## config.mk

```make
export PLATFORM = sky130hd
export DESIGN_NAME = extremum_finder_flat
export DESIGN_NICKNAME = d
export VERILOG_FILES = /design/src/rtl/extremum_finder_pkg.sv /design/src/rtl/extremum_finder_if.sv /design/src/rtl/extremum_finder_ctrl.sv /design/src/rtl/extremum_finder.sv /design/src/flat_wrapper.sv
export SDC_FILE = /design/constraint.sdc
export NUM_CORES = 1
export LEC_CHECK = 0
export ABC_AREA = 1
export BUFFER_PORTS_ARGS = -buffer_cell sky130_fd_sc_hd__buf_4
export CAP_MARGIN = 20
export CORE_MARGIN = 2
export CORE_UTILIZATION = 31
export DETAILED_ROUTE_END_ITERATION = 7
export PLACE_DENSITY = 0.51
export SLEW_MARGIN = 20
export SYNTH_ARGS = -nofsm -noshare
export SYNTH_HDL_FRONTEND = slang
export SYNTH_SLANG_ARGS = --single-unit
```

## constraint.sdc

```tcl
create_clock -name clk_i -period 1.68 [get_ports clk_i]
set_input_delay 0.252 -clock clk_i [delete_from_list [all_inputs] [get_ports clk_i]]
set_output_delay 0.252 -clock clk_i [all_outputs]
set_load 0.01 [all_outputs]
```

## src/rtl/extremum_finder_pkg.sv

```systemverilog
// extremum_finder_pkg
// Shared types and constants for the extremum finder: controller state
// encoding and the max/min mode selector values.
package extremum_finder_pkg;

  typedef enum logic [1:0] {
    IDLE = 2'd0,
    LOAD = 2'd1,
    SCAN = 2'd2,
    DONE = 2'd3
  } state_e;

  localparam logic MODE_MAX = 1'b0;
  localparam logic MODE_MIN = 1'b1;

endpackage

```

## src/rtl/extremum_finder_if.sv

```systemverilog
// extremum_finder_if
// Handshake, configuration and memory-read bundle of the extremum finder.
//   start, mode, last   : scan request and its latched parameters
//   din / addr          : combinational memory read (data valid same cycle)
//   result, result_idx  : extremum value and lowest index holding it
//   match_count         : entries equal to result (0 when counting is not built)
//   busy, done          : state decodes, done pulses once per completed scan
// master modport drives requests and memory data; slave is the finder.
interface extremum_finder_if #(
  parameter int DATA_W = 4,
  parameter int ADDR_W = 4
);
  import extremum_finder_pkg::*;

  logic              start;
  logic              mode;
  logic [ADDR_W-1:0] last;
  logic [DATA_W-1:0] din;
  logic [ADDR_W-1:0] addr;
  logic [DATA_W-1:0] result;
  logic [ADDR_W-1:0] result_idx;
  logic [ADDR_W:0]   match_count;
  logic              busy;
  logic              done;

  modport master (
    output start, mode, last, din,
    input  addr, result, result_idx, match_count, busy, done
  );

  modport slave (
    input  start, mode, last, din,
    output addr, result, result_idx, match_count, busy, done
  );

endinterface

```

## src/rtl/extremum_finder_ctrl.sv

```systemverilog
// extremum_finder_ctrl
// Scan sequencer. Turns the start request and datapath compare flags into
// strobes for the datapath registers.
//   clk_i, reset_i      : clock, synchronous active-high reset
//   start_i             : scan request (only honoured in IDLE)
//   addr_eq_last_i      : current address is the final one
//   din_better_i        : din beats the running result in the latched mode
//   din_equal_i         : din equals the running result
//   accept_o            : latch mode/last, clear address
//   load_o              : seed result from entry 0
//   addr_inc_o          : advance the read address
//   take_o              : replace result/index with the current entry
//   tie_o               : another entry equal to result
//   busy_o, done_o      : state decodes
//
// state | meaning
// IDLE  | waiting for start; results held
// LOAD  | seed result from address 0
// SCAN  | compare addresses 1..last
// DONE  | results final, done pulse
module extremum_finder_ctrl
  import extremum_finder_pkg::*;
(
  input  logic clk_i,
  input  logic reset_i,
  input  logic start_i,
  input  logic addr_eq_last_i,
  input  logic din_better_i,
  input  logic din_equal_i,
  output logic accept_o,
  output logic load_o,
  output logic addr_inc_o,
  output logic take_o,
  output logic tie_o,
  output logic busy_o,
  output logic done_o
);

  localparam logic [1:0] ST_IDLE = IDLE;
  localparam logic [1:0] ST_LOAD = LOAD;
  localparam logic [1:0] ST_SCAN = SCAN;
  localparam logic [1:0] ST_DONE = DONE;

  logic [1:0] state_q, state_d;

  always_ff @(posedge clk_i) begin
    if (reset_i) state_q <= ST_IDLE;
    else         state_q <= state_d;
  end

  always_comb begin
    state_d    = state_q;
    accept_o   = 1'b0;
    load_o     = 1'b0;
    addr_inc_o = 1'b0;
    take_o     = 1'b0;
    tie_o      = 1'b0;
    case (state_q)
      ST_IDLE: begin
        if (start_i) begin
          accept_o = 1'b1;
          state_d  = ST_LOAD;
        end
      end
      ST_LOAD: begin
        load_o = 1'b1;
        // address is 0 here, so the flag means last == 0
        if (addr_eq_last_i) begin
          state_d = ST_DONE;
        end else begin
          addr_inc_o = 1'b1;
          state_d    = ST_SCAN;
        end
      end
      ST_SCAN: begin
        take_o = din_better_i;
        tie_o  = din_equal_i;
        if (addr_eq_last_i) state_d = ST_DONE;
        else                addr_inc_o = 1'b1;
      end
      ST_DONE: state_d = ST_IDLE;
      default: state_d = ST_IDLE;
    endcase
  end

  assign busy_o = (state_q != ST_IDLE);
  assign done_o = (state_q == ST_DONE);

endmodule

```

## src/rtl/extremum_finder.sv

```systemverilog
// extremum_finder
// Scans an asynchronous-read memory from address 0 to a run-time last
// address and reports the maximum (mode 0) or minimum (mode 1) value and
// the lowest index holding it. Datapath lives here; sequencing is in
// extremum_finder_ctrl.
//   clk_i, reset_i : clock, synchronous active-high reset
//   bus            : extremum_finder_if slave (start/mode/last/din in,
//                    addr/result/result_idx/match_count/busy/done out)
// Build option: EXTREMUM_FINDER_COUNT_EN builds the match counter;
// without it match_count is tied to 0.
module extremum_finder
  import extremum_finder_pkg::*;
#(
  parameter int DATA_W = 4,
  parameter int ADDR_W = 4
) (
  input logic              clk_i,
  input logic              reset_i,
  extremum_finder_if.slave bus
);

  logic              mode_q;
  logic [ADDR_W-1:0] last_q;
  logic [ADDR_W-1:0] addr_q;
  logic [DATA_W-1:0] result_q;
  logic [ADDR_W-1:0] idx_q;

  logic addr_eq_last, din_better, din_equal;
  logic accept, load, addr_inc, take, tie;

  assign addr_eq_last = (addr_q == last_q);
  assign din_better   = (mode_q == MODE_MIN) ? (bus.din < result_q)
                                             : (bus.din > result_q);
  assign din_equal    = (bus.din == result_q);

  extremum_finder_ctrl u_ctrl (
    .clk_i          (clk_i),
    .reset_i        (reset_i),
    .start_i        (bus.start),
    .addr_eq_last_i (addr_eq_last),
    .din_better_i   (din_better),
    .din_equal_i    (din_equal),
    .accept_o       (accept),
    .load_o         (load),
    .addr_inc_o     (addr_inc),
    .take_o         (take),
    .tie_o          (tie),
    .busy_o         (bus.busy),
    .done_o         (bus.done)
  );

  always_ff @(posedge clk_i) begin
    if (reset_i) begin
      mode_q   <= MODE_MAX;
      last_q   <= '0;
      addr_q   <= '0;
      result_q <= '0;
      idx_q    <= '0;
    end else begin
      if (accept) begin
        mode_q <= bus.mode;
        last_q <= bus.last;
        addr_q <= '0;
      end else if (addr_inc) begin
        addr_q <= addr_q + ADDR_W'(1);
      end
      if (load) begin
        result_q <= bus.din;
        idx_q    <= '0;
      end else if (take) begin
        result_q <= bus.din;
        idx_q    <= addr_q;
      end
    end
  end

`ifdef EXTREMUM_FINDER_COUNT_EN
  logic [ADDR_W:0] cnt_q;

  // a new extremum restarts the count at 1; equal entries add to it
  always_ff @(posedge clk_i) begin
    if (reset_i)            cnt_q <= '0;
    else if (load || take)  cnt_q <= (ADDR_W+1)'(1);
    else if (tie)           cnt_q <= cnt_q + (ADDR_W+1)'(1);
  end

  assign bus.match_count = cnt_q;
`else
  logic unused_tie;
  assign unused_tie      = tie;
  assign bus.match_count = '0;
`endif

  assign bus.addr       = addr_q;
  assign bus.result     = result_q;
  assign bus.result_idx = idx_q;

endmodule

```

## src/flat_wrapper.sv

```systemverilog
// flat-port wrapper written by rule: the top's interface ports become plain ports
module extremum_finder_flat import extremum_finder_pkg::*;
#(
  parameter int DATA_W = 4,
  parameter int ADDR_W = 4
)
  (clk_i, reset_i, bus_start, bus_mode, bus_last, bus_din, bus_addr, bus_result, bus_result_idx, bus_match_count, bus_busy, bus_done);
  extremum_finder_if #(.DATA_W(DATA_W), .ADDR_W(ADDR_W)) bus_i ();
  input logic clk_i;
  input logic reset_i;
  input wire logic [$bits(bus_i.start)-1:0] bus_start;
  input wire logic [$bits(bus_i.mode)-1:0] bus_mode;
  input wire logic [$bits(bus_i.last)-1:0] bus_last;
  input wire logic [$bits(bus_i.din)-1:0] bus_din;
  output wire logic [$bits(bus_i.addr)-1:0] bus_addr;
  output wire logic [$bits(bus_i.result)-1:0] bus_result;
  output wire logic [$bits(bus_i.result_idx)-1:0] bus_result_idx;
  output wire logic [$bits(bus_i.match_count)-1:0] bus_match_count;
  output wire logic [$bits(bus_i.busy)-1:0] bus_busy;
  output wire logic [$bits(bus_i.done)-1:0] bus_done;
  assign bus_i.start = bus_start;
  assign bus_i.mode = bus_mode;
  assign bus_i.last = bus_last;
  assign bus_i.din = bus_din;
  assign bus_addr = bus_i.addr;
  assign bus_result = bus_i.result;
  assign bus_result_idx = bus_i.result_idx;
  assign bus_match_count = bus_i.match_count;
  assign bus_busy = bus_i.busy;
  assign bus_done = bus_i.done;
  extremum_finder #(.DATA_W(DATA_W), .ADDR_W(ADDR_W)) u_core (.clk_i(clk_i), .reset_i(reset_i), .bus(bus_i));
endmodule
```

# [Yosys cells after proc, flatten, opt, wreduce, memory -nomap -nowiden]
# Index checks and enable logic that the tools add are counted.
[word_totals] reg_bits=19 output_inout_bits=19 wordCells=35
[classes] n_addsub=1 order_cmp=2 eq_ne=6 n_mux=13 reduce_logical=7
[op_table] operator="2-to-1 mux 1 bit" count=8
[op_table] operator="2-to-1 mux 4 bit" count=2
[op_table] operator="case mux 2 bit (4 select lines)" count=1
[op_table] operator="OR reduction 2 bit" count=3
[op_table] operator="adder 4 x 1 -> 4 bit, second input constant" count=1
[op_table] operator="equality test 2 bit, second input constant" count=2
[op_table] operator="equality test 4 bit" count=1
[op_table] operator="greater-than comparator 4 bit" count=1
[op_table] operator="less-than comparator 4 bit" count=1
[op_table] operator="2-to-1 mux 2 bit" count=2
[op_table] operator="nonzero test 2 bit" count=2
[op_table] operator="equality test 2 x 1 -> 1 bit, second input constant" count=1
[op_table] operator="logical NOT 2 bit" count=1
[op_table] operator="inequality test 2 x 1 -> 1 bit, second input constant" count=1
[op_table] operator="inequality test 2 bit, second input constant" count=1
[op_table] operator="AND reduction 2 bit" count=1

# [Longest topological paths before layout]
# Gate-level depths: netlist of the first run.
[depth] word_depth=5 mapped_depth=14 depth_no_buf=13

# [By module]
# From an unflattened synthesis of the first run, not the netlist that was laid out.
[hier_totals] cells_unflattened=145 area_unflattened_um2=1078.5
[by_module_without_submodules] mod="extremum_finder" n_inst=1 cells_per_inst=111 area_per_inst_um2=859.6
[by_module_without_submodules] mod="extremum_finder_ctrl" n_inst=1 cells_per_inst=34 area_per_inst_um2=219.0

# [Least setup slack after synthesis of the first run]
# Ideal clock, no wire load.
[synth_timing] kind="reg-to-reg" from="reg u_core.result_q[3], in the netlist u_core.bus.result[3]" to="reg u_core.idx_q[1], in the netlist u_core.bus.result_idx[1]" setup_ns=0.116 t_arrival_ns=1.475 t_required_ns=1.564 path_slack_ns=0.089 stages_incl_launch_ff=12 n_path_buf=1 synth_period_minus_slack_ns=1.591 cell_sequence="dfxtp_1 -> inv_1 -> ha_1 -> nand2_1 -> inv_1 -> nand2_1 -> nand2_1 -> a21oi_1 -> nand2_1 -> buf_6 -> o21ai_0 -> nor2_1"
[synth_via] elab_chain_cells=3
[synth_rtl] element="start, declared" line_no="extremum_finder.sv:25" source="logic [DATA_W-1:0] result_q;"
[synth_rtl] element="start signal, assigned" line_no="extremum_finder.sv:68" source="result_q <= bus.din;"
[synth_rtl] element="start signal, assigned" line_no="extremum_finder.sv:71" source="result_q <= bus.din;"
[synth_rtl] element="greater-than comparator 4 bit / less-than comparator 4 bit (equally long branches)" line_no="extremum_finder.sv:33, extremum_finder.sv:32"
[synth_rtl] element="2-to-1 mux 1 bit *" line_no="extremum_finder.sv:32" source="assign din_better = (mode_q == MODE_MIN) ? (bus.din < result_q)"
[synth_rtl] element="2-to-1 mux 1 bit *" line_no="extremum_finder_ctrl.sv:58" source="case (state_q)"
[synth_rtl] element="end signal, assigned" line_no="extremum_finder.sv:72" source="idx_q <= addr_q;"
[synth_rtl] element="end, declared" line_no="extremum_finder.sv:26" source="logic [ADDR_W-1:0] idx_q;"
# Every way passes the cells marked *; elsewhere a longest branch is shown, timed or not.
# A chain may end at the register's enable or synchronous reset.

# [Worst setup path after layout of the first run]
[layout_timing] from="reg u_core.result_q[3], in the netlist u_core.bus.result[3]" to="reg u_core.result_q[1], in the netlist u_core.bus.result[1]"
[layout_via] elab_chain_cells=4
[layout_rtl] element="greater-than comparator 4 bit / less-than comparator 4 bit (equally long branches)" line_no="extremum_finder.sv:33, extremum_finder.sv:32"
[layout_rtl] element="2-to-1 mux 1 bit *" line_no="extremum_finder.sv:32"
[layout_rtl] element="2-to-1 mux 1 bit *" line_no="extremum_finder_ctrl.sv:58"
[layout_rtl] element="nonzero test 2 bit (no source line) *"
# Marked as above.

==> reports/metrics.csv, run 1 <==
stage;metric;value;unit
grt;grt.overflow.total;0;
layout;num_antenna_cells;0;
floorplanning;die_x;63.16;µm
sta;tns;0;ns
power_and_ir_drop;leakage;0.6987;nW
floorplanning;rows;21;
grt;met1_usage;14.02;%
synth;syn-cell-area;0.001085;mm²
drt;dr.pass1.iters;4;
power_and_ir_drop;ir_worst_vdd;0.0007918;V
place;dp_cells;225;
worst_setup_path;worstPathRequired;1.88;ns
sta;finalHoldWorstSlack;0.1447;ns
layout;layout_common_cells;buf_4 (26), nand2_1 (25), inv_1 (24), nor2_1 (20), dfxtp_1 (16);
grt;top_usage_layer;met2;
clocking;clockRootBuffer;clkbuf_4;
worst_hold_path;min_from;reset_i;
layout;layout-drive-gt1-share;26.23;%
power_and_ir_drop;p_per_area;1572;mW/mm²
sta;fin_crit_sh;89.56;%
layout;fin_nets;206;
outcome;status;finished clean;
worst_setup_path;arrival;1.70;ns
clocking;cts.repair.resized;0;
synth;yosysSeqAreaShare;35.06;%
clocking;cts_buffers;3;
drt;vias_per_cell;4.349;
sta;fin_skew;0.003567;ns
sta;fmax;0.6646;GHz
drt;drtIter0Drc;18;
synth;ys_ff_latch;19;
power_and_ir_drop;power;2.203;mW
clocking;cts_setup_buffers;0;
synth;yosysTopAreaCell;dfxtp_1;
drt;via_count;996;
floorplanning;die-area;0.003989;mm²
synth;syn-instance-count;153;
floorplanning;initial_core_util;32.51;%
sta;maxSlewViolCount;0;
drt;postRouteAntennaNets;0;
layout;final_common_cell;buf_4;
worst_setup_path;critPathMaxFanout;8;
sta;fin_ws;0.1754;ns
synth;synth.avg_cell_area;7.090;µm²
clocking;cts_sinks;19;
grt;grt_pass1_vias;950;
grt;grt_pass1_wl;3.926;mm
sta;finalHoldViolCount;0;
place;post-place-ws;0.07581;ns
layout;finalCoreUtilization;41.99;%
layout;finalNonFillerCells;229;
clocking;cts_max_level;1;
layout;area_delta_synth_final;29.18;%
place;gp_congestion;0.7318;
drt;routed_wl;2.283;mm
floorplanning;fp.dieH;63.16;µm
clocking;postCtsHoldBufs;0;
worst_setup_path;start_kind;flop;
worst_setup_path;crit_start;u_core.bus.result[3];
synth;synthTopCellsByArea;dfxtp_1 (35%), ha_1 (12%), nand2_1 (9.3%);
clocking;cts_tree;built;
worst_setup_path;cp-end-kind;flop;
grt;grt_max_degree;11;
worst_setup_path;r2r_start;u_core.bus.result[3];
grt;antenna_found_initial;0;
layout;design_area;0.001401;mm²
place;placed_area;0.001319;mm²
sta;period_minus_slack;1.505;ns
drt;wl_per_cell;9.969;µm
job;cap_violations;0;
floorplanning;ios;31;
clocking;clock_latency;0.29;ns
grt;use_met3;4.107;%
synth;ys_types;19;
clocking;clk_path_buf_depth;2;
drt;drc;0;
place;hpwl;1.820;mm
synth;yosysWarnings;0;
clocking;path_clk_slew;0.11;ns
sta;setup_viol;0;
sta;rsz0062_at_grt;false;
floorplanning;coreArea;0.003337;mm²
place;port_buffers;25;
grt;grt_use_met2;21.94;%
worst_hold_path;hp-class;in2reg;
worst_setup_path;worstSetupPathType;reg2reg;
synth;yosysTopAreaCellShare;35.06;%
grt;track_usage;12.23;%
where the power goes:
part	total (mW)	switching, mW	internal, mW
clock network	0.230	0.138	0.0924
registers	0.726	0.125	0.601
logic	1.25	0.697	0.550
critical path: stages, from the launching register on:
cell	delay [ns]
dfxtp_2	0.34
inv_1	0.07
ha_4	0.27
nand2_1	0.05
inv_1	0.06
nand2_1	0.06
nand2_2	0.07
nand2_1	0.05
nand2_1	0.06
nand2_2	0.07
buf_6	0.14
a21oi_1	0.12
nor2_1	0.06
per-layer routing:
| metal | wire [µm] | up-vias |
|---|---|---|
| li1 | - | 531 |
| met1 | 958 | 439 |
| met2 | 1185 | 24 |
| met3 | 123 | 2 |
| met4 | 17 | 0 |
| met5 | 0 | - |
sequential cells by signal (all words and copies together) (netlist names):
name                   flops
u_core.u_ctrl.state_q      2
u_core.bus.addr            4
u_core.bus.result          4
u_core.last_q              4
u_core.bus.result_idx      4
u_core.mode_q              1
cell families after synthesis:
family,share of synthesized area [%]
compound gates,12.57
xor+xnor,2.423
fa+ha+maj,11.53
buf+inv,12.80
flops,35.06
other cells,0.3457
simple gates,25.26
synth_stat cells:
master / count
a21oi_1: 14
a21oi_2: 1
buf_4: 5
buf_6: 1
conb_1: 1
dfxtp_1: 19
ha_1: 10
inv_1: 24
nand2_1: 27
nand2_2: 2
nand2_4: 1
nand3_1: 11
nor2_1: 20
nor2_2: 1
o21ai_0: 10
o21bai_1: 1
or2_1: 1
or2_2: 1
xor2_1: 3
area by class of cell:
type,count,area (µm²)
Clock buffer,4,26.28
Multi-Input combinational cell,108,625.6
Fill cell,367,1936
Tap cell,46,57.56
Inverter,24,90.09
Timing Repair Buffer,28,217.7
Sequential cell,19,384.1
worst paths after layout:
path / slack, ns / depth (start not counted) / to
worst max-delay path: 0.18 / 12 / u_core.bus.result[1]
worst min-delay path: 0.14 / 2 / u_core.u_ctrl.state_q[1]
worst max register to register: 0.18 / 12 / u_core.bus.result[1]
worst min register to register: 0.48 / 2 / u_core.last_q[2]
Power figures use the tool's default switching activity.
==> run 2: changes to the inputs <==
- clock period: 1.68 -> 1.8 ns (I/O delays scaled with it)
==> run 2 against run 1 <==
Against the previous run: clock power fell by 7%; critical path type unchanged; clock skew fell by 0.0023 ns; sequential cell count did not move; core utilization fell by 1.8 points; design area fell by 4.3%.
==> reports/metrics.csv, run 2 (synthesis gave the netlist of run 1 again) <==
stage;metric;value;unit;change
clocking;cts_max_level;1;;unchanged
drt;dr_wl_met3;105;µm;-15%
power_and_ir_drop;leakage;0.6896;nW;-1.3%
layout;fin_nets;204;;-0.97%
drt;via_count;991;;-0.50%
power_and_ir_drop;switching_power;0.8614;mW;-10%
worst_setup_path;arrival;1.80;ns;+0.10 ns
sta;setup_viol;0;;unchanged
power_and_ir_drop;internal_power;1.100;mW;-12%
worst_setup_path;cp-end-kind;flop;;
power_and_ir_drop;p_seq_share;34.0;%;+1.1 points
clocking;path_clk_slew;0.10;ns;about the same
sta;fin_skew;0.001225;ns;-0.002342 ns
sta;maxSlewViolCount;0;;unchanged
place;port_buffers;25;;unchanged
floorplanning;fp.dieH;63.16;µm;unchanged
floorplanning;initial_core_util;32.51;%;unchanged
layout;layout_common_cells;nand2_1 (26), buf_4 (26), inv_1 (24), nor2_1 (20), dfxtp_1 (19);;
place;post-place-ws;0.02493;ns;-0.05088 ns
drt;routed.top_layer;met4;;
place;gp_congestion;0.7420;;+1.4%
worst_setup_path;crit_chain;inv_1 -> ha_1 -> a21oi_1 -> nand2_1 -> a21oi_2 -> nand2_4 -> o21ai_0 -> nor2_1;;
power_and_ir_drop;p_comb_share;55.1;%;-1.5 points
worst_setup_path;worstPathRequired;2.00;ns;+0.12 ns
floorplanning;die_x;63.16;µm;unchanged
outcome;status;finished clean;;
sta;fin_ws;0.1963;ns;+0.02084 ns
worst_setup_path;cp_slowest_cell;dfxtp_1;;
worst_setup_path;worstSetupPathType;reg2reg;;
floorplanning;coreArea;0.003337;mm²;unchanged
layout;design_area;0.001341;mm²;-4.3%
layout;area_delta_synth_final;23.65;%;
clocking;clockRootBuffer;clkbuf_4;;
floorplanning;ios;31;;unchanged
floorplanning;die-area;0.003989;mm²;unchanged
place;placed_area;0.001304;mm²;-1.1%
worst_setup_path;start_kind;flop;;
layout;fillerInstances;369;;+0.54%
grt;track_usage;12.10;%;-0.13 points
grt;grt.overflow.total;0;;unchanged
grt;grt_max_degree;15;;+4
drt;drc;0;;unchanged
power_and_ir_drop;ir_worst_vdd;0.0005331;V;-33%
drt;wl_met2;1.153;mm;-2.7%
layout;layout-drive-gt1-share;20.44;%;-5.8 points
drt;vias_per_cell;4.366;;+0.37%
drt;routed_wl;2.216;mm;-2.9%
power_and_ir_drop;power;1.962;mW;-11%
job;cap_violations;0;;unchanged
clocking;cts_tree;built;;
drt;drtIter0Drc;28;;+10
clocking;clock_latency;0.29;ns;about the same
drt;met1_length;940;µm;-1.9%
floorplanning;rows;21;;unchanged
clocking;clk_path_buf_depth;2;;unchanged
drt;wl_per_cell;9.762;µm;-2.1%
layout;finalCoreUtilization;40.20;%;-1.8 points
place;hpwl;1.769;mm;-2.8%
layout;num_antenna_cells;0;;unchanged
drt;dr.pass1.iters;4;;unchanged
power_and_ir_drop;p_per_area;1463;mW/mm²;-7.0%
sta;fmax;0.6235;GHz;-6.2%
worst_setup_path;critPathMaxFanout;14;;+6
sta;tns;0;ns;unchanged
drt;postRouteAntennaNets;0;;unchanged
grt;grt_pass1_wl;3.843;mm;-2.1%
worst_setup_path;cpPeakStageDelay;0.35;ns;about the same
power_and_ir_drop;p_sw_share;43.91;%;+0.37 points
sta;fin_crit_sh;89.10;%;-0.46 points
clocking;cts_setup_buffers;0;;unchanged
sta;finalHoldViolCount;0;;unchanged
grt;antenna_found_initial;0;;unchanged
clocking;cts_buffers;3;;unchanged
grt;grt_pass1_vias;886;;-6.7%
power_and_ir_drop;clock_power_share;10.9;%;+0.5 points
sta;period_minus_slack;1.604;ns;+0.09916 ns
worst_hold_path;hp-class;in2reg;;
clocking;cts_sinks;19;;unchanged
==> run 2: cell type report <==
class	count	area, µm²	area share (%)
Tap cell	46	57.56	4.291
Multi-Input combinational cell	108	591.8	44.12
Inverter	24	90.09	6.716
Clock buffer	4	26.28	1.959
Timing Repair Buffer	26	195.2	14.55
Sequential cell	19	380.4	28.36
==> run 2: final timing paths <==
path	start	to	slack (ns)	cells past startpoint
min	reset_i	u_core.u_ctrl.state_q[0]	0.16	2
max	u_core.bus.result[3]	u_core.bus.result_idx[1]	0.20	8
max reg2reg	u_core.bus.result[3]	u_core.bus.result_idx[1]	0.20	8
min reg2reg	u_core.last_q[1]	u_core.last_q[1]	0.48	2
==> run 2: repair_timing <==
action                     4_1_cts  5_1_grt
resized for setup                0        4
hold buffers                     0        0
setup endpoints to repair        0        8
==> run 2: per-layer routing <==
layer / global-route usage [%] / up-vias
met2: 21.81 / 16
met4: 2.500 / 0
met1: 13.53 / 449
met5: 0 / -
met3: 4.464 / 2
li1: - / 524
==> run 2: through the flow <==
step / instances / hold slack [ns]
final: 227 / 0.1641
after global routing: 227 / 0.1505
after detailed placement: 223 / 0.4620
after CTS: 227 / 0.1511
after floorplan: 157 / 0.3391
after global placement: 223 / 0.4543
==> run 2: critical path, delay by kind of cell (launching register included) <==
family          cells  cell delay (ns)
compound gates      3             0.51
fa+ha+maj           1             0.30
buf+inv             1             0.06
flops               1             0.35
simple gates        3             0.29
==> run 2: power by group through the flow <==
stage / clock (mW) / combinational (mW) / sequential (mW)
2_1_floorplan: 0 / 0.734 / 0.692
4_1_cts: 0.226 / 1.08 / 0.669
3_5_place_dp: 0 / 1.07 / 0.678
3_3_place_gp: 0 / 1.06 / 0.673
5_1_grt: 0.248 / 1.25 / 0.691
6_report: 0.214 / 1.08 / 0.667
